[config.mk]
export PLATFORM = sky130hd
export DESIGN_NAME = multdiv_flat
export DESIGN_NICKNAME = d
export VERILOG_FILES = /design/src/rtl/multdiv_if.sv /design/src/rtl/multdiv.sv /design/src/flat_wrapper.sv
export SDC_FILE = /design/constraint.sdc
export NUM_CORES = 1
export LEC_CHECK = 0
export CAP_MARGIN = 40
export CORE_MARGIN = 4
export CORE_UTILIZATION = 40
export CTS_CLUSTER_SIZE = 12
export DETAILED_ROUTE_END_ITERATION = 12
export DONT_BUFFER_PORTS = 1
export PLACE_DENSITY_LB_ADDON = 0.12
export SYNTH_ARGS = -nofsm -noshare
export SYNTH_HDL_FRONTEND = slang
export SYNTH_SLANG_ARGS = --single-unit
[constraint.sdc]
create_clock -name clock -period 8.79 [get_ports clock]
set_clock_uncertainty 0.2 [all_clocks]
set_input_delay 0.879 -clock clock [delete_from_list [all_inputs] [get_ports clock]]
set_output_delay 0.879 -clock clock [all_outputs]
set_load 0.02 [all_outputs]
[src/rtl/multdiv_if.sv]
// multdiv_if: operand/control/result bundle between decode, the
// multiply/divide unit and writeback.
//   master: drives operands and start pulses, observes results
//   slave : the multdiv unit
interface multdiv_if #(
   parameter int WIDTH = 32
);
   logic [WIDTH-1:0] data_operandA;
   logic [WIDTH-1:0] data_operandB;
   logic             ctrl_MULT;
   logic             ctrl_DIV;
   logic [WIDTH-1:0] data_result;
   logic             data_exception;
   logic             data_resultRDY;
   logic             busy;

   modport master (
      output data_operandA,
      output data_operandB,
      output ctrl_MULT,
      output ctrl_DIV,
      input  data_result,
      input  data_exception,
      input  data_resultRDY,
      input  busy
   );

   modport slave (
      input  data_operandA,
      input  data_operandB,
      input  ctrl_MULT,
      input  ctrl_DIV,
      output data_result,
      output data_exception,
      output data_resultRDY,
      output busy
   );
endinterface

[src/rtl/multdiv.sv]
// multdiv: multi-cycle signed multiply (Booth) / divide (restoring).
// Ports: clock, reset (async, active-high), bus (multdiv_if.slave).
// Macro MULTDIV_RADIX4_EN selects radix-4 Booth multiply.
module multdiv #(
   parameter int WIDTH = 32
) (
   input logic      clock,
   input logic      reset,
   multdiv_if.slave bus
);
   localparam int W  = WIDTH;
   localparam int CW = $clog2(WIDTH + 1);
`ifdef MULTDIV_RADIX4_EN
   localparam int MUL_ITERS = WIDTH / 2;
`else
   localparam int MUL_ITERS = WIDTH;
`endif
   localparam logic [CW-1:0] MUL_LAST = CW'(MUL_ITERS);
   localparam logic [CW-1:0] DIV_LAST = CW'(WIDTH);
   localparam logic [W-1:0]  MOST_NEG = {1'b1, {(W-1){1'b0}}};

   typedef enum logic [1:0] {IDLE, MUL, DIV, DONE} state_t;

   state_t state_q, state_d;

   logic [2*W:0]  prod_q;
   logic [W-1:0]  mcand_q;
   logic [W-1:0]  rem_q;
   logic [W-1:0]  quo_q;
   logic [W-1:0]  dvs_q;
   logic          qneg_q;
   logic          dz_q;
   logic          ovf_q;
   logic [CW-1:0] cnt_q;
   logic [W-1:0]  result_q;
   logic          exc_q;

   logic start_mul, start_div, start;
   logic [W-1:0] a, b, a_mag, b_mag;

   assign a         = bus.data_operandA;
   assign b         = bus.data_operandB;
   assign start_mul = bus.ctrl_MULT;
   assign start_div = bus.ctrl_DIV & ~bus.ctrl_MULT;
   assign start     = start_mul | start_div;
   assign a_mag     = a[W-1] ? -a : a;
   assign b_mag     = b[W-1] ? -b : b;

   // Booth step. The accumulator is sign-extended before the add so
   // that subtracting the most-negative multiplicand cannot overflow.
   logic [2*W:0] mul_next;
`ifdef MULTDIV_RADIX4_EN
   logic [W+1:0] acc_x, m1, m2, msum;
   always_comb begin
      acc_x = {{2{prod_q[2*W]}}, prod_q[2*W:W+1]};
      m1    = {{2{mcand_q[W-1]}}, mcand_q};
      m2    = {mcand_q[W-1], mcand_q, 1'b0};
      msum  = acc_x;
      case (prod_q[2:0])
         3'b001, 3'b010: msum = acc_x + m1;
         3'b011:         msum = acc_x + m2;
         3'b100:         msum = acc_x - m2;
         3'b101, 3'b110: msum = acc_x - m1;
         default:        msum = acc_x;
      endcase
      mul_next = {msum, prod_q[W:2]};
   end
`else
   logic [W:0] acc_x, m1, msum;
   always_comb begin
      acc_x = {prod_q[2*W], prod_q[2*W:W+1]};
      m1    = {mcand_q[W-1], mcand_q};
      msum  = acc_x;
      case (prod_q[1:0])
         2'b01:   msum = acc_x + m1;
         2'b10:   msum = acc_x - m1;
         default: msum = acc_x;
      endcase
      mul_next = {msum, prod_q[W:1]};
   end
`endif

   // Restoring divide step on magnitudes.
   logic [W:0]   shifted, diff;
   logic [W-1:0] rem_nx, quo_nx;
   always_comb begin
      shifted = {rem_q, quo_q[W-1]};
      diff    = shifted - {1'b0, dvs_q};
      rem_nx  = diff[W] ? shifted[W-1:0] : diff[W-1:0];
      quo_nx  = {quo_q[W-2:0], ~diff[W]};
   end

   // Product bits [2N-1:N-1] live at prod_q[2N:N].
   logic [W-1:0] mul_res, div_res, quo_s;
   logic         mul_exc, div_exc;
   always_comb begin
      mul_res = prod_q[W:1];
      mul_exc = ~((&prod_q[2*W:W]) | ~(|prod_q[2*W:W]));
      quo_s   = qneg_q ? -quo_q : quo_q;
      div_res = dz_q ? '0 : quo_s;
      div_exc = dz_q | ovf_q;
   end

   always_comb begin
      state_d = state_q;
      if (start) begin
         state_d = start_mul ? MUL : DIV;
      end else begin
         case (state_q)
            MUL:     if (cnt_q == MUL_LAST) state_d = DONE;
            DIV:     if (cnt_q == DIV_LAST) state_d = DONE;
            DONE:    state_d = IDLE;
            default: state_d = IDLE;
         endcase
      end
   end

   always_ff @(posedge clock or posedge reset) begin
      if (reset) begin
         state_q <= IDLE;
      end else begin
         state_q <= state_d;
      end
   end

   always_ff @(posedge clock or posedge reset) begin
      if (reset) begin
         prod_q   <= '0;
         mcand_q  <= '0;
         rem_q    <= '0;
         quo_q    <= '0;
         dvs_q    <= '0;
         qneg_q   <= 1'b0;
         dz_q     <= 1'b0;
         ovf_q    <= 1'b0;
         cnt_q    <= '0;
         result_q <= '0;
         exc_q    <= 1'b0;
      end else if (start) begin
         prod_q  <= {{W{1'b0}}, b, 1'b0};
         mcand_q <= a;
         rem_q   <= '0;
         quo_q   <= a_mag;
         dvs_q   <= b_mag;
         qneg_q  <= a[W-1] ^ b[W-1];
         dz_q    <= (b == '0);
         ovf_q   <= (a == MOST_NEG) && (&b);
         cnt_q   <= '0;
      end else begin
         case (state_q)
            MUL: begin
               if (cnt_q != MUL_LAST) begin
                  prod_q <= mul_next;
                  cnt_q  <= cnt_q + 1'b1;
               end else begin
                  result_q <= mul_res;
                  exc_q    <= mul_exc;
               end
            end
            DIV: begin
               if (cnt_q != DIV_LAST) begin
                  rem_q <= rem_nx;
                  quo_q <= quo_nx;
                  cnt_q <= cnt_q + 1'b1;
               end else begin
                  result_q <= div_res;
                  exc_q    <= div_exc;
               end
            end
            default: ;
         endcase
      end
   end

   assign bus.data_result    = result_q;
   assign bus.data_exception = exc_q;
   assign bus.data_resultRDY = (state_q == DONE);
   assign bus.busy           = (state_q == MUL) || (state_q == DIV);
endmodule

[src/flat_wrapper.sv]
// flat-port wrapper written by rule: the top's interface ports become plain ports
module multdiv_flat 
#(
   parameter int WIDTH = 32
)
  (clock, reset, bus_data_operandA, bus_data_operandB, bus_ctrl_MULT, bus_ctrl_DIV, bus_data_result, bus_data_exception, bus_data_resultRDY, bus_busy);
  multdiv_if #(.WIDTH(WIDTH)) bus_i ();
  input logic clock;
  input logic reset;
  input wire logic [$bits(bus_i.data_operandA)-1:0] bus_data_operandA;
  input wire logic [$bits(bus_i.data_operandB)-1:0] bus_data_operandB;
  input wire logic [$bits(bus_i.ctrl_MULT)-1:0] bus_ctrl_MULT;
  input wire logic [$bits(bus_i.ctrl_DIV)-1:0] bus_ctrl_DIV;
  output wire logic [$bits(bus_i.data_result)-1:0] bus_data_result;
  output wire logic [$bits(bus_i.data_exception)-1:0] bus_data_exception;
  output wire logic [$bits(bus_i.data_resultRDY)-1:0] bus_data_resultRDY;
  output wire logic [$bits(bus_i.busy)-1:0] bus_busy;
  assign bus_i.data_operandA = bus_data_operandA;
  assign bus_i.data_operandB = bus_data_operandB;
  assign bus_i.ctrl_MULT = bus_ctrl_MULT;
  assign bus_i.ctrl_DIV = bus_ctrl_DIV;
  assign bus_data_result = bus_i.data_result;
  assign bus_data_exception = bus_i.data_exception;
  assign bus_data_resultRDY = bus_i.data_resultRDY;
  assign bus_busy = bus_i.busy;
  multdiv #(.WIDTH(WIDTH)) u_core (.clock(clock), .reset(reset), .bus(bus_i));
endmodule
==> metrics <==
Hold WC Path Type=in -> reg; Main synth FF type=dfrtp_1; worst r2r path cells=16; Crit path max-delay family=simple AND/OR/NAND/NOR gates; n_diodes=0; CP max-delay cell=a21boi_0; nets=2,120; fmax=197 MHz; 1st-iter DRT viols=between 900 and 1,000; Core Region=40,700 um2; initial antenna violation count=0; worst hold stages=1; Post-Syn Nets=around 2,200; Tmin final=a little over 5 ns; Final Hold Viols=0; clock sinks=237; hpwl dp=approximately 35 mm; antenna-violating nets left=0; Final GP Congestion=about 0.87; PwrDens=around 180 nW/um2; RSZ-0062 raised after global routing=no; Reg-to-Reg Start=u_core.mcand_q[2]$_DFFE_PP0N_; worst-path maximum fanout=9; Final setup viols=0; Bufs and invs on worst path=0; Avg WL per Cell=just under 20 um; crit-path cells=or3_1 > or3_1 > nor3_1 > and2_1 > a21oi_1 > xnor2_1 > ha_1 > nand2_1 > nor3_1 > nand2_1 > o21a_1 > a21boi_0 > a22oi_1 > o41ai_1 > xnor2_1 > a21oi_1; DRC viols=0; Setup TNS Final=0 ns; CTS Buffer Depth=3; sequential area share after synthesis=between 30% and 40%; Worst setup SP type=flip-flop; Static Leak=7.70 nW; Worst Tran Pin Value=0.912 ns; layout cell share with drive strength beyond 1=4.66%; FF-to-FF setup slack=3.71 ns; Clock Latency Late Sink=0.58 ns; Hold WS=~0.15 ns; WS Path Type=reg -> reg; hold path startpoint=bus_ctrl_MULT; CP Data Required Time=approximately 9 ns; fin area=around 18,000 um2; Placed Area=roughly 17,000 um2; vias in the first global route=around 14,000; Unique masters post-synth=67; Synth top cells by count=364 x nand2_1, 237 x dfrtp_1, 186 x a21oi_1; final slew viol count=0; Max transition margin=39.2%; gr usage total=between 20% and 30%; wirelength, routed=between 40 and 50 mm; Initial Util=approximately 40%; IO Pins=around 100; Vias per Instance=about 5.6; area leader, netlist=dfrtp_1; CTS tree=yes; top cells by area, synth=dfrtp_1 36%, nand2_1 8.3%, xnor2_1 6.3%; Final period util=just under 60%; worst IR drop on VDD=0.000169 V; status=finished, final reports clean; Max H-tree Level=1; synthesized instance count=about 2,000; via count=14,200; max_cap viols=0; gr ovfl total=0; Initial DRT Pass Iterations=5; Post-synth EDFFs=0; Design Power=between 3 and 4 mW; area grow syn2layout=9.16%; Critical Path Sink Type=flip-flop; count leader, synth=nand2_1; Syn Area/Cell=around 8.1 um2; Min-Delay Endpoint=u_core.state_q[1]$_DFFE_PP0P_; post-cts resize count=0; die extent in x=about 210 um; first-pass GRT wire length=roughly 78 mm; flops & latches, synth=roughly 240; die area=44,400 um2; input/output buffers=0; clk slew on worst S/H paths=~0.06 ns; total CTS buffers=29; r2r endpoint=u_core.prod_q[63]$_DFFE_PP0P_; YS warnings=0; fraction of registers with async set/reset=100%; die span in y=between 200 and 250 um; post-synth top area share=36.1%; row count=between 70 and 80; pin count of the biggest net entering global routing=203; Worst EP arrival=~5.3 ns; CP peak stage delay=0.49 ns; Post-Syn Area=roughly 16,000 um2; Root Driver=clkbuf_16
timing repair:
item	CTS	global route
hold buffers	1	0
hold endpoints to repair	8	0
buffers inserted	0	0
routing by layer:
layer  part of all wire (%)  GRT usage (%)  vias up
li1                       -              -     7033
met1                     48           31.8     6861
met2                     45           33.8      272
met3                    4.1           2.78       55
met4                    2.7           5.86        0
met5                      0              0        -
worst reg2reg max path, cell delays in order (launching register included):
cell and delay (ns):
dfrtp_1 0.42, or3_1 0.42, or3_1 0.36, nor3_1 0.34, and2_1 0.39, a21oi_1 0.13, xnor2_1 0.15, ha_1 0.46
nand2_1 0.11, nor3_1 0.24, nand2_1 0.08, o21a_1 0.19, a21boi_0 0.49, a22oi_1 0.25, o41ai_1 0.46, xnor2_1 0.16
a21oi_1 0.08
layout make-up:
type,instances,area (um2)
Clock inverter,11,150
Clock buffer,40,817
Sequential cell,237,5930
Tap cell,532,666
Fill cell,4102,22800
Timing Repair Buffer,21,253
Inverter,70,270
Multi-Input combinational cell,1615,9870
stage by stage:
step           util [%]  instances  worst slack [ns]
6_report           44.1       2526              3.71
5_1_grt            44.1       2526              3.12
4_1_cts            44.1       2526              3.69
3_5_place_dp       41.7       2474              3.70
3_3_place_gp       41.4       2469              3.77
2_1_floorplan         -       2034              1.21
worst max-delay path by stage:
stage,startpoint,to,slack [ns],cells past startpoint
CTS,u_core.mcand_q[2]$_DFFE_PP0N_,u_core.prod_q[63]$_DFFE_PP0P_,3.69,16
global route,u_core.mcand_q[2]$_DFFE_PP0N_,u_core.prod_q[63]$_DFFE_PP0P_,3.12,16
finish,u_core.mcand_q[2]$_DFFE_PP0N_,u_core.prod_q[63]$_DFFE_PP0P_,3.71,16
global placement,u_core.mcand_q[2]$_DFFE_PP0N_,u_core.prod_q[63]$_DFFE_PP0P_,3.77,16
detailed placement,u_core.mcand_q[2]$_DFFE_PP0N_,u_core.prod_q[63]$_DFFE_PP0P_,3.70,16
floorplan,reset,u_core.bus.data_exception$_DFFE_PP0P_,1.21,1
registers in the layout, summed over array words and instances, names as in the netlist:
signal / cells
u_core.mcand_q: 32
u_core.dz_q: 1
u_core.bus.data_exception: 1
u_core.ovf_q: 1
u_core.cnt_q: 6
u_core.bus.data_result: 32
u_core.dvs_q: 32
u_core.state_q: 2
u_core.prod_q: 65
u_core.quo_q: 32
u_core.rem_q: 32
u_core.qneg_q: 1
cell usage in the layout, fill, tap and decap left out, types with 8 or more instances in the layout:
cell type and count:
and3_1 17, nand2_1 364, inv_1 69, dfrtp_1 237
a21o_1 18, nor3_1 26, or4_1 18, a211oi_1 8
o22ai_1 8, xnor2_1 118, buf_4 14, or3_1 18
o21a_1 8, o21bai_1 12, xor2_1 59, ha_1 76
o41ai_1 15, nand2b_1 12, nand3b_1 11, o21ai_0 151
o31ai_1 29, a21oi_1 186, mux2i_1 35, nand3_1 22
o211ai_1 21, nor2b_1 35, clkbuf_16 29, nor2_1 156
nor4_1 20, nand4_1 20, a31oi_1 67
logic make-up (layout without fill, tap and decap cells):
| group | after synthesis | after routing | share of synthesized area (%) |
|---|---|---|---|
| AOI/OAI and AO/OA | 573 | 573 | 21.1 |
| xor gates and xnor gates | 177 | 177 | 9.42 |
| adders and majority gates | 78 | 78 | 6.02 |
| buffers and inverters | 182 | 142 | 4.17 |
| DFF | 237 | 237 | 36.1 |
| muxes | 38 | 38 | 2.34 |
| and+or+nand+nor | 749 | 749 | 20.9 |
where the power goes:
| part | switching, mW | total [mW] | internal (mW) |
|---|---|---|---|
| Sequential | 0.0957 | 1.27 | 1.17 |
| Combinational | 0.445 | 0.746 | 0.301 |
| Clock | 0.508 | 1.24 | 0.736 |
| Total | 1.05 | 3.25 | 2.21 |
(Power assumes the default switching activity.)
==> RTL edit, RTL diff (same settings) <==
The 4 states of `state_t` get a Gray code encoding in 2 bits.
--- a/src/rtl/multdiv.sv
+++ b/src/rtl/multdiv.sv
@@ -19,7 +19,7 @@
    localparam logic [CW-1:0] DIV_LAST = CW'(WIDTH);
    localparam logic [W-1:0]  MOST_NEG = {1'b1, {(W-1){1'b0}}};
 
-   typedef enum logic [1:0] {IDLE, MUL, DIV, DONE} state_t;
+   typedef enum logic [1:0] {IDLE = 2'b00, MUL = 2'b01, DIV = 2'b11, DONE = 2'b10} state_t;
 
    state_t state_q, state_d;
 
Behaviour: same outputs for any inputs over 4 cycles, from zero or initial values and one cycle with reset high; so few cycles prove little.
==> RTL edit against the original RTL <==
Sequential power about the same. Critical endpoint unchanged. Wire length fell by 1.7%. Critical path depth is 3 higher. Final area down 1.2%. Synthesized area fell by 2.2%. Critical path type unchanged. Setup slack improved by 0.031 ns. Sequential cell count stayed put. Power rose by 1.1%.
==> RTL edit: results <==
outcome:
  outcome: "finished, final reports clean"
pwr:
  p_leak_nw: 7.71
  fin_total_pwr_w: 0.00329
  p_clk_w: 0.00128
  ir_drop_mv: 0.133
  seqPwrFrac: 0.386
placed_design:
  gp_congestion: 0.894
  dp_hpwl_mm: 35.0
  placed_area_sq_um: 16700
  dpl_worst_slack_ns: 3.77
  numPlacedInstances: 2438
die:
  fp.dieArea_sq_um: 43500
synth:
  syn_avg_cell_area_sq_um: 8.07
  ys_seq_area_frac: 0.369
  ys_types: 73
sta:
  fin_hold_ws_ns: 0.0885
  relSlewSlack: 0.402
finish:
  multi_input_gates: 1579
  antenna-diode-count: 0
  layoutNonFillerInstCount: 2491
  clock_tree_area_fraction: 0.0571
  nFillCells: 3954
  nets: 2088
  num-nonclk-inverters: 72
  final_util: 0.446
  multiInputGateArea_sq_um: 9540
  flops_and_latches: 237
  buffers: 25
  seq_share: 0.334
route:
  post_drt_via_cell_ratio: 5.67
  first_iter_violations: 1040
cts:
  cts_buffers: 30
grt:
  grt_pass1_wl_mm: 76.8
  grt_max_degree: 114
min_path:
  hp-class: "input pin to asynchronous set/reset pin"
setup_path:
  max_stage_delay_ns: 0.47
  crit_slowest_cell: "or3b_2"
  reg2reg_depth: 19
[RTL edit: cell types whose count changed in the layout (fill, tap and decap cells not counted), sizes merged, moves of 10 or more]
cell | before | now
a21oi | 186 | 151
nor2b | 38 | 9
a22oi | 1 | 27
nor2 | 157 | 179
mux2i | 35 | 20
nor3 | 26 | 41
a21o | 18 | 29
nand2 | 364 | 353
o21ai | 151 | 162
and3 | 17 | 7
[RTL edit: cell families (layout without fill, tap and decap cells)]
family | count (synthesis) | after routing | share of synthesized area
muxes | 21 | 21 | 0.0131
buffers and inverters | 178 | 150 | 0.0417
DFF | 237 | 237 | 0.369
and+or+nand+nor | 741 | 741 | 0.206
xor gates and xnor gates | 174 | 174 | 0.0952
AOI/OAI and AO/OA | 568 | 568 | 0.216
adders and majority gates | 75 | 75 | 0.0592
[RTL edit: layer usage]
metal,vias up,GRT usage,wire length (microns)
li1,6942,-,-
met1,6797,0.300,22300
met2,310,0.347,21800
met3,83,0.0423,2680
met4,0,0.0617,1420
met5,-,0,0
